===== config.mk =====
export PLATFORM = sky130hd
export DESIGN_NAME = shift_deser_flat
export DESIGN_NICKNAME = d
export VERILOG_FILES = /design/src/rtl/shift_deser_if.sv /design/src/rtl/shift_deser.sv /design/src/flat_wrapper.sv
export SDC_FILE = /design/constraint.sdc
export NUM_CORES = 1
export LEC_CHECK = 0
export ABC_AREA = 1
export BUFFER_PORTS_ARGS = -buffer_cell sky130_fd_sc_hd__buf_4
export CAP_MARGIN = 20
export CORE_MARGIN = 5
export CORE_UTILIZATION = 47
export DETAILED_ROUTE_END_ITERATION = 8
export GPL_TIMING_DRIVEN = 0
export PLACE_DENSITY = 0.79
export SLEW_MARGIN = 20
export SYNTH_ARGS = -nofsm -noshare
export SYNTH_HDL_FRONTEND = slang
export SYNTH_SLANG_ARGS = --single-unit

===== constraint.sdc =====
create_clock -name clk -period 1.2 [get_ports clk]
set_input_delay 0.24 -clock clk [delete_from_list [all_inputs] [get_ports clk]]
set_output_delay 0.24 -clock clk [all_outputs]
set_load 0.02 [all_outputs]

===== src/rtl/shift_deser_if.sv =====
// shift_deser_if: bundles the serial input, output handshake and status
// signals of the shift_deser receiver.
//   master modport: the producer/consumer side (drives the bit stream,
//                   out_ready and ovf_clr; observes the word and status).
//   slave modport : the shift_deser block itself.
// Signals:
//   bit_valid, bit_in, sync  - serial stream and frame-alignment strobe
//   out_ready, ovf_clr       - consumer accept and overflow clear
//   data_out, out_valid      - assembled word and its valid flag
//   busy, overflow           - partial-word-in-progress and sticky drop flag
interface shift_deser_if #(
  parameter int DATA_W = 8
);
  logic              bit_valid;
  logic              bit_in;
  logic              sync;
  logic              out_ready;
  logic              ovf_clr;
  logic [DATA_W-1:0] data_out;
  logic              out_valid;
  logic              busy;
  logic              overflow;

  modport master (
    output bit_valid, bit_in, sync, out_ready, ovf_clr,
    input  data_out, out_valid, busy, overflow
  );

  modport slave (
    input  bit_valid, bit_in, sync, out_ready, ovf_clr,
    output data_out, out_valid, busy, overflow
  );
endinterface


===== src/rtl/shift_deser.sv =====
// shift_deser: serial-in/parallel-out receiver. Rebuilds DATA_W-bit words
// from a 1-bit stream (LSB-first by default, matching a right-shifting
// source), with sync-strobe frame alignment, a one-word output register
// behind a valid/ready handshake, and a sticky overflow flag for words that
// complete while the output register is still full.
// Ports:
//   clk   - system clock, rising edge
//   rst_n - asynchronous active-low reset
//   bus   - shift_deser_if.slave (stream in, word/status out)
// Parameters:
//   DATA_W    - word width (>= 2)
//   MSB_FIRST - 1: first received bit lands in bit DATA_W-1
//   SYNC_REQ  - 1: a word may only start on a bit with sync=1
module shift_deser #(
  parameter int DATA_W    = 8,
  parameter bit MSB_FIRST = 1'b0,
  parameter bit SYNC_REQ  = 1'b1
) (
  input  logic           clk,
  input  logic           rst_n,
  shift_deser_if.slave   bus
);
  localparam int CNT_W = (DATA_W > 2) ? $clog2(DATA_W) : 1;
  localparam logic [CNT_W-1:0] LAST_CNT = CNT_W'(DATA_W - 1);

  typedef enum logic [0:0] {
    IDLE  = 1'b0,
    SHIFT = 1'b1
  } state_t;

  state_t            state_reg, state_next;
  logic [CNT_W-1:0]  cnt_reg, cnt_next;
  logic [DATA_W-1:0] sreg_reg, sreg_next;
  logic [DATA_W-1:0] data_out_reg, data_out_next;
  logic              out_valid_reg, out_valid_next;
  logic              overflow_reg, overflow_next;

  logic              accept;
  logic              restart;
  logic              word_done;
  logic [DATA_W-1:0] sreg_base;
  logic [DATA_W-1:0] shifted;

  // A bit is taken mid-word, on a sync strobe, or anywhere when alignment
  // is not required.
  assign accept = bus.bit_valid &&
                  ((state_reg == SHIFT) || bus.sync || !SYNC_REQ);

  // A fresh word (from IDLE or a resync) shifts into a cleared register so
  // stale partial bits never leak into the new word.
  assign restart   = (state_reg == IDLE) || bus.sync;
  assign sreg_base = restart ? '0 : sreg_reg;

  always_comb begin
    shifted = '0;
    if (MSB_FIRST) begin
      shifted = {sreg_base[DATA_W-2:0], bus.bit_in};
    end else begin
      shifted = {bus.bit_in, sreg_base[DATA_W-1:1]};
    end
  end

  // Next-state logic for the word assembler.
  always_comb begin
    state_next = state_reg;
    cnt_next   = cnt_reg;
    sreg_next  = sreg_reg;
    word_done  = 1'b0;

    if (accept) begin
      sreg_next = shifted;
      if ((state_reg == SHIFT) && bus.sync) begin
        // Resync: current bit is the first bit of a new word.
        cnt_next   = CNT_W'(1);
        state_next = SHIFT;
      end else if (cnt_reg == LAST_CNT) begin
        word_done  = 1'b1;
        cnt_next   = '0;
        state_next = IDLE;
      end else begin
        cnt_next   = cnt_reg + CNT_W'(1);
        state_next = SHIFT;
      end
    end else if ((state_reg == SHIFT) && bus.sync) begin
      // Sync without data abandons the partial word.
      cnt_next   = '0;
      sreg_next  = '0;
      state_next = IDLE;
    end
  end

  // Output register, handshake and sticky overflow.
  always_comb begin
    data_out_next  = data_out_reg;
    out_valid_next = out_valid_reg;
    overflow_next  = overflow_reg & ~bus.ovf_clr;

    if (word_done) begin
      if (!out_valid_reg || bus.out_ready) begin
        // Drain and reload in one cycle keeps out_valid high.
        data_out_next  = shifted;
        out_valid_next = 1'b1;
      end else begin
        overflow_next  = 1'b1;
      end
    end else if (bus.out_ready) begin
      out_valid_next = 1'b0;
    end
  end

  always_ff @(posedge clk or negedge rst_n) begin
    if (!rst_n) begin
      state_reg     <= IDLE;
      cnt_reg       <= '0;
      sreg_reg      <= '0;
      data_out_reg  <= '0;
      out_valid_reg <= 1'b0;
      overflow_reg  <= 1'b0;
    end else begin
      state_reg     <= state_next;
      cnt_reg       <= cnt_next;
      sreg_reg      <= sreg_next;
      data_out_reg  <= data_out_next;
      out_valid_reg <= out_valid_next;
      overflow_reg  <= overflow_next;
    end
  end

  assign bus.data_out  = data_out_reg;
  assign bus.out_valid = out_valid_reg;
  assign bus.busy      = (state_reg == SHIFT);
  assign bus.overflow  = overflow_reg;
endmodule


===== src/flat_wrapper.sv =====
// flat-port wrapper written by rule: the top's interface ports become plain ports
module shift_deser_flat 
#(
  parameter int DATA_W    = 8,
  parameter bit MSB_FIRST = 1'b0,
  parameter bit SYNC_REQ  = 1'b1
)
  (clk, rst_n, bus_bit_valid, bus_bit_in, bus_sync, bus_out_ready, bus_ovf_clr, bus_data_out, bus_out_valid, bus_busy, bus_overflow);
  shift_deser_if #(.DATA_W(DATA_W)) bus_i ();
  input  logic clk;
  input  logic rst_n;
  input wire logic [$bits(bus_i.bit_valid)-1:0] bus_bit_valid;
  input wire logic [$bits(bus_i.bit_in)-1:0] bus_bit_in;
  input wire logic [$bits(bus_i.sync)-1:0] bus_sync;
  input wire logic [$bits(bus_i.out_ready)-1:0] bus_out_ready;
  input wire logic [$bits(bus_i.ovf_clr)-1:0] bus_ovf_clr;
  output wire logic [$bits(bus_i.data_out)-1:0] bus_data_out;
  output wire logic [$bits(bus_i.out_valid)-1:0] bus_out_valid;
  output wire logic [$bits(bus_i.busy)-1:0] bus_busy;
  output wire logic [$bits(bus_i.overflow)-1:0] bus_overflow;
  assign bus_i.bit_valid = bus_bit_valid;
  assign bus_i.bit_in = bus_bit_in;
  assign bus_i.sync = bus_sync;
  assign bus_i.out_ready = bus_out_ready;
  assign bus_i.ovf_clr = bus_ovf_clr;
  assign bus_data_out = bus_i.data_out;
  assign bus_out_valid = bus_i.out_valid;
  assign bus_busy = bus_i.busy;
  assign bus_overflow = bus_i.overflow;
  shift_deser #(.DATA_W(DATA_W), .MSB_FIRST(MSB_FIRST), .SYNC_REQ(SYNC_REQ)) u_core (.clk(clk), .rst_n(rst_n), .bus(bus_i));
endmodule

Word level (Yosys, flattened, before mapping):

Index checks and enable logic that the tools add are counted.

* ROM bits: 0
* input port bits: 7
* output and inout port bits: 11
* bits in writable memories: 0
* register bits: 22
* word-level logic and storage cells: 41
* memories kept: 0
* latch bits: 0

* shift operators: 0
* mux-type cells: 19
* $add $sub $neg: 1
* divide/modulo/power cells: 0
* $mul: 0
* bitwise logic cells: 3
* reductions and logical operators: 10
* equality and inequality tests: 2
* order comparisons: 0

Operators with widths (number)
* two-way mux 8 bit: 3
* two-way mux 1 bit: 12
* two-way mux 3 bit: 4
* AND reduction 2 bit: 2
* nonzero test 2 bit: 2
* adder 3 x 1 -> 3 bit (second input constant): 1
* == test 3 bit (second input constant): 1
* logical OR 1 bit: 3
* logical AND 1 bit: 2
* inequality test 2 bit (second input constant): 1
* NOT 1 bit: 2
* AND 1 bit: 1
* logical NOT 1 bit: 1

Longest topological paths before layout:

Gate-level depths: netlist (run 1).

* depth after elaboration: 6
* mapped depth: 7
* depth with buffers taken out: 7

Worst setup path before layout (run 1):

No wires, ideal clock.

* kind: register to register
* start point: register u_core.cnt_reg[0]
* end point: register u_core.data_out_reg[1], in the netlist u_core.bus.data_out[1]
* setup slack: -171 ps
* setup time: 117 ps
* path buffers: 0
* data required time: 1083 ps
* arrival time: 1253 ps
* clock period less this slack: 1371 ps
* cell stages (with the launch flop): 8
* cell sequence: dfrtp_1 ha_1 ha_1 inv_1 a21oi_1 nand3_4 nand2_1 nand2_1

* cells in the longest elaborated chain, start to end: 5

Ends and longest elaborated chain
* start: declaration: RTL line shift_deser.sv:32 `logic [CNT_W-1:0] cnt_reg, cnt_next;`
* start signal: assignment: RTL line shift_deser.sv:121 `cnt_reg <= cnt_next;`
* == test 3 bit: RTL line shift_deser.sv:76 `end else if (cnt_reg == LAST_CNT) begin`
* two-way mux 1 bit: RTL line shift_deser.sv:76
* two-way mux 1 bit: RTL line shift_deser.sv:72 `if ((state_reg == SHIFT) && bus.sync) begin`
* two-way mux 1 bit: RTL line shift_deser.sv:70 `if (accept) begin`
* AND reduction 2 bit (no line)
* end signal: assignment: RTL line shift_deser.sv:123 `data_out_reg <= data_out_next;`
* end: declaration: RTL line shift_deser.sv:34 `logic [DATA_W-1:0] data_out_reg, data_out_next;`

Every way passes these cells.
A chain may end at the register's enable or synchronous reset.

Final worst setup path (run 1):

* start point: register u_core.cnt_reg[0]
* end point: register u_core.data_out_reg[3], in the netlist u_core.bus.data_out[3]

The elaborated chain is that of the path after synthesis.

==> results by group, run 1 <==
Synthesis
  – Synth Instances: 107
  – Syn_nets: 116
  – Synth Cell Area: 931 um2
  – Post-synthesis sequential area ratio: a little under three fifths
  – Netlist cell types: 17
  – #FFs+latches synth: 21
  – Synth warnings: 0
  – Mean Syn Cell Area: 8.70 um2

Clock tree
  – Sink Count: 21
  – Worst skew pair latency: 0.31 ns
  – Root Driver: clkbuf_4
  – Clock Path Buffers: 2
  – TritonCTS Buffers: 3
  – Worst-path clk slew: 0.12 ns
  – CTS tree: built
  – CTS H-tree depth: 1

Timing
  – Highest Clock Rate: about 0.73 GHz
  – Setup violators final: 11
  – Layout Skew: between 0.01 and 0.015 ns
  – RSZ-0062 raised after global routing: yes
  – Worst hold margin: between 0.07 and 0.08 ns
  – Slew Viols, Final: 0
  – Tcrit/Tclk final: 114%
  – Final hold violation count: 0
  – Relative slew slack: about 82%
  – Worst setup margin: -0.172 ns
  – Final min period: around 1.4 ns
  – Worst-Margin Slew: around 0.26 ns

Floorplanning
  – Die W: around 55 um
  – CORE AREA: about 0.0019 mm2
  – Ports: 18
  – Die Span Y: approximately 55 um
  – Standard-cell rows: 16
  – Initial Util: 48.4%
  – DIE AREA: between 0.002 and 0.003 mm2

Layout
  – Final net count: roughly 140
  – Commonest non-fill, non-tap cells in the layout: nand2_1 (30), dfrtp_1 (20), buf_4 (19)
  – Sequential Area: 527 um2
  – Share of cells above drive strength 1: between 20% and 30%
  – Final Util: just over 60%
  – Final instance area: 0.00119 mm2
  – Antenna Cells: 0
  – Max reg flops: 8
  – Multi-input logic area: around 390 um2
  – Commonest non-fill, non-tap cell in the layout: nand2_1
  – Fill cell count: around 170
  – Synth-to-Final Area Change: 28.1%

Placed design
  – Detailed Place HPWL: around 1400 um
  – Placed cell areas: between 0.001 and 0.0015 mm2
  – IO Port Bufs: 16
  – RePlAce Congestion: between 0.7 and 0.8

Worst setup path
  – CP arrival: 1.58 ns
  – Launch point of the worst path: u_core.cnt_reg[0]
  – Slowest stage cell, crit path: dfrtp_1
  – Worst Path Required: between 1 and 1.5 ns
  – Crit Reg-Reg Endpoint: u_core.bus.data_out[3]
  – WS Path Type: flip-flop to flip-flop
  – Crit path max-delay family: flip-flops
  – R2r startpoint: u_core.cnt_reg[0]
  – Worst stage delay on the critical path: about 0.4 ns
  – Most common cell on crit path: nand2_1
  – CP max FO: 9
  – Endpoint class of the critical path: flip-flop
  – Worst r2r path cells: 7
  – Bufs and invs on worst path: 1
  – Startpoint Class: flip-flop
  – R2r setup slk: -0.17 ns
  – Worst path cell trace: ha_2, ha_4, inv_2, a21oi_4, nand3_4, nand2_1, nand2_1

Power
  – PD cells: around 1400 mW/mm2
  – Lkg Pwr: around 0.59 nW
  – Peak VDD IR: around 970 uV

Global routing
  – First-pass GRT wire length: ~3200 um
  – Initial antenna violation count: 0
  – GRT Residual Overflow: 0
  – Gr usage total: roughly 15%
  – Largest net degree at the start of global routing: 22
  – Number of global-route vias before repair: 750

Flow run
  – Max-cap violations: 0

Hold path
  – Worst hold endpoint: u_core.bus.overflow
  – Worst hold path cell count: 2
  – Worst hold path class: input pin to flip-flop
  – Critical hold path startpoint: bus_ovf_clr

Drt
  – Routed vias: between 700 and 800
  – Initial drt markers: 12
  – Post-DR vias/cell: 4.97
  – Aggregate routed wire length: 1980 um
  – Final ANT Viol Nets: 0
  – Routed wire per std cell: about 12 um
  – First drt pass iteration count: 4
  – Drt drc: 0

Status
  – Run status: complete, but fails checks
  – Failing checks: negative setup slack
==> through the flow <==
step	power, mW	std cells	worst slack, ns	setup TNS [ns]
after CTS	1.57	157	-0.113	-1.13
after detailed placement	1.21	150	-0.160	-1.29
final	1.62	159	-0.172	-1.64
after floorplan	1.08	107	-0.00944	-0.0755
after global routing	1.71	159	-0.279	-2.71
after global placement	1.19	150	-0.0986	-0.767
==> power breakdown <==
group          switching, mW  leakage (nW)  internal, mW  total [mW]
sequential            0.0617         0.282         0.784       0.845
clock                  0.210        0.0150         0.130       0.340
combinational          0.241         0.295         0.193       0.434
==> synthesized netlist by cell type <==
master | count | area share, %
a21oi_1 | 1 | 0.54
buf_2 | 2 | 1.1
dfrtp_1 | 21 | 56
ha_1 | 2 | 2.7
inv_1 | 12 | 4.8
nand2_1 | 31 | 12
nand3_1 | 8 | 4.3
nand3_4 | 1 | 1.9
nand3b_1 | 1 | 0.81
nand4_1 | 1 | 0.67
nor2_1 | 12 | 4.8
nor2_2 | 1 | 0.67
nor2_4 | 1 | 1.2
o21ai_0 | 1 | 0.54
o21ai_1 | 10 | 5.4
o21ai_2 | 1 | 0.94
o22ai_1 | 1 | 0.67
==> cell type report <==
class / instances / share of cell area [%]
multi-input cells: 72 / 32.4
plain buffers: 2 / 0.839
inverters: 12 / 3.78
flip-flops and latches: 21 / 44.2
well taps: 27 / 2.83
clock buffers: 4 / 2.20
repair buffers: 21 / 13.7
==> how the worst max path moves through the flow <==
stage	to	slack (ns)	cells past startpoint
global route	u_core.bus.data_out[3]	-0.28	7
detailed placement	u_core.bus.data_out[3]	-0.16	7
floorplan	u_core.bus.data_out[0]	-0.009	7
finish	u_core.bus.data_out[3]	-0.17	7
CTS	u_core.bus.data_out[3]	-0.11	7
global placement	u_core.bus.data_out[2]	-0.1	7
==> repair_timing <==
action                                  4_1_cts  5_1_grt
endpoints found under the setup margin       19       19
resized for setup                             1        3
endpoints found under the hold margin        21        0
hold buffers                                  1        0
buffers inserted                              2        2
pin swaps                                     0        1
==> kinds of logic (layout without fill, tap and decap cells) <==
logic type / count (synthesis) / count (layout) / synth area share [%]
adder cells (fa/ha/maj): 2 / 2 / 2.69
AO/OA/AOI/OAI: 14 / 14 / 8.06
buffers and inverters: 14 / 39 / 5.91
flip-flops: 21 / 21 / 56.5
AND/OR/NAND/NOR: 56 / 56 / 26.9
==> layer usage <==
layer / up-vias / global-route usage [%] / wire length (um) / part of all wire [%]
met3: 4 / 1.91 / 60 / 3.0
met1: 377 / 18.7 / 910 / 46
met2: 19 / 25.9 / 956 / 48
li1: 390 / - / - / -
met5: - / 0 / 0 / 0
met4: 0 / 8.71 / 54 / 2.7
Note: power is estimated with default switching activity, not from simulation.
==> inputs of run 2 (changes only) <==
Settings changed: HOLD_SLACK_MARGIN set to 0.1, SKIP_LAST_GASP set to 1.
==> results by group, run 2 (synthesis gave the netlist of run 1 again) <==
Global routing
  – First-pass GRT wire length: 3300 um
  – Busiest grt layer: met2
  – Initial antenna violation count: 0
  – Number of global-route vias before repair: roughly 760
  – Largest net degree at the start of global routing: 22
  – GR Util met3: under 10%
  – M1 GR Usage: 19.0%
  – Met2 global-route usage: 26.5%
  – Gr usage total: roughly 16%
  – GRT Residual Overflow: 0

Timing
  – Final min period: between 1 and 1.5 ns
  – Post-route setup TNS: -1.74 ns
  – Worst-Margin Slew: about 0.32 ns
  – Final hold violation count: 0
  – Tcrit/Tclk final: 115%
  – Setup violators final: 11
  – Slew Viols, Final: 0
  – Highest Clock Rate: between 0.7 and 0.8 GHz
  – Relative slew slack: 78.3%
  – Worst hold margin: about 0.16 ns
  – RSZ-0062 raised after global routing: yes
  – Worst setup margin: -0.184 ns
  – Layout Skew: between 0.009 and 0.01 ns

Worst setup path
  – CP max FO: 9
  – Crit Reg-Reg Endpoint: u_core.bus.data_out[3]
  – Most common cell on crit path: nand2_1
  – CP arrival: roughly 1.6 ns
  – WS Path Type: flip-flop to flip-flop
  – Endpoint class of the critical path: flip-flop
  – R2r setup slk: -0.18 ns
  – Worst r2r path cells: 7
  – R2r startpoint: u_core.cnt_reg[0]
  – Worst Path Required: 1.40 ns
  – Slowest stage cell, crit path: dfrtp_1
  – Crit path to: u_core.bus.data_out[3]
  – Worst stage delay on the critical path: ~0.40 ns
  – Startpoint Class: flip-flop
  – Launch point of the worst path: u_core.cnt_reg[0]
  – Worst path cell trace: ha_2, ha_4, inv_2, a21oi_4, nand3_4, nand2_1, nand2_1

Clock tree
  – CTS tree: built
  – Root Driver: clkbuf_4
  – Worst skew pair latency: ~0.3 ns
  – Worst-path clk slew: roughly 0.12 ns
  – Clock Path Buffers: 2
  – Sink Count: 21
  – TritonCTS Buffers: 3
  – CTS H-tree depth: 1

Layout
  – Final net count: about 140
  – Max reg flops: 8
  – Share of cells above drive strength 1: between 20% and 30%
  – Final instance area: between 0.001 and 0.0015 mm2
  – Final Non-Filler Cells: 160
  – Antenna Cells: 0
  – Commonest non-fill, non-tap cells in the layout: nand2_1 (30), dfrtp_1 (20), buf_4 (19)
  – Commonest non-fill, non-tap cell in the layout: nand2_1
  – Synth-to-Final Area Change: 28.4%
  – Multi-input logic area: about 380 um2
  – Sequential Area: 527 um2
  – Fill cell count: around 170

Drt
  – Routed vias: slightly below 800
  – Drt drc: 0
  – Post-DR vias/cell: around 4.9
  – Aggregate routed wire length: approximately 2000 um
  – Initial drt markers: 18
  – First drt pass iteration count: 4
  – Final ANT Viol Nets: 0
  – Routed wire per std cell: between 10 and 15 um

Floorplanning
  – Standard-cell rows: 16
  – DIE AREA: approximately 0.0030 mm2
  – Initial Util: about half
  – Die W: 54.5 um
  – Ports: 18
  – CORE AREA: 0.00192 mm2
  – Die Span Y: ~55 um

Power
  – Lkg Pwr: 0.596 nW
  – Peak VDD IR: 963 uV
  – PD cells: 1350 mW/mm2

Placed design
  – RePlAce Congestion: ~0.75
  – Worst slack at placement: -0.160 ns
  – Placed instance count: 150
  – Detailed Place HPWL: approximately 1400 um
  – Placed cell areas: 0.00111 mm2
  – IO Port Bufs: 16

Flow run
  – Max-cap violations: 0

Status
  – Run status: complete, but fails checks
  – Failing checks: negative setup slack

Hold path
  – Worst hold path class: input pin to flip-flop
## run 2: timing repair
item	CTS	global route
endpoints found under the hold margin	22	0
pin swaps	0	1
gates resized for setup	1	2
setup buffers	2	2
setup endpoints to repair	19	19
hold buffers	2	0
## run 2: worst min path at each step
| stage | startpoint | endpoint | depth (start not counted) |
|---|---|---|---|
| floorplan | rst_n | u_core.bus.busy | 0 |
| global placement | rst_n | u_core.cnt_reg[1] | 1 |
| detailed placement | rst_n | u_core.cnt_reg[1] | 1 |
| CTS | bus_bit_in | u_core.sreg_reg[7] | 3 |
| global route | bus_bit_in | u_core.sreg_reg[7] | 3 |
| finish | bus_bit_in | u_core.sreg_reg[7] | 3 |
## run 2: worst max-delay path, delay by kind of cell (launching register included)
family          cells  cell delay, ns
compound gates      1            0.17
fa+ha+maj           2            0.37
buf+inv             1            0.04
flops               1            0.40
simple gates        3            0.30
## run 2: final cells by class
class                      count  share of cell area (%)
tap                           27                    2.83
timing repair buffer          22                    14.6
buffer                         2                   0.838
clock buffer                   4                    2.20
multi-input combinational     72                    31.7
sequential                    21                    44.1
inverter                      12                    3.77
## run 2: metrics by stage
stage / utilization, % / power (mW)
finish: 62.2 / 1.61
global route: 62.2 / 1.71
CTS: 61.1 / 1.57
detailed placement: 57.8 / 1.21
global placement: 57.8 / 1.19
floorplan: - / 1.08
## run 2: routing by layer
layer | share of wire, % | vias to the layer above
met3 | 3.1 | 4
met4 | 2.6 | 0
met2 | 49 | 21
met5 | 0 | -
li1 | - | 393
met1 | 45 | 366
## run 2: report_power, final
group	switching (mW)	internal, mW	total, mW
combinational	0.242	0.194	0.435
clock	0.207	0.129	0.336
sequential	0.0593	0.784	0.843
total	0.508	1.11	1.61
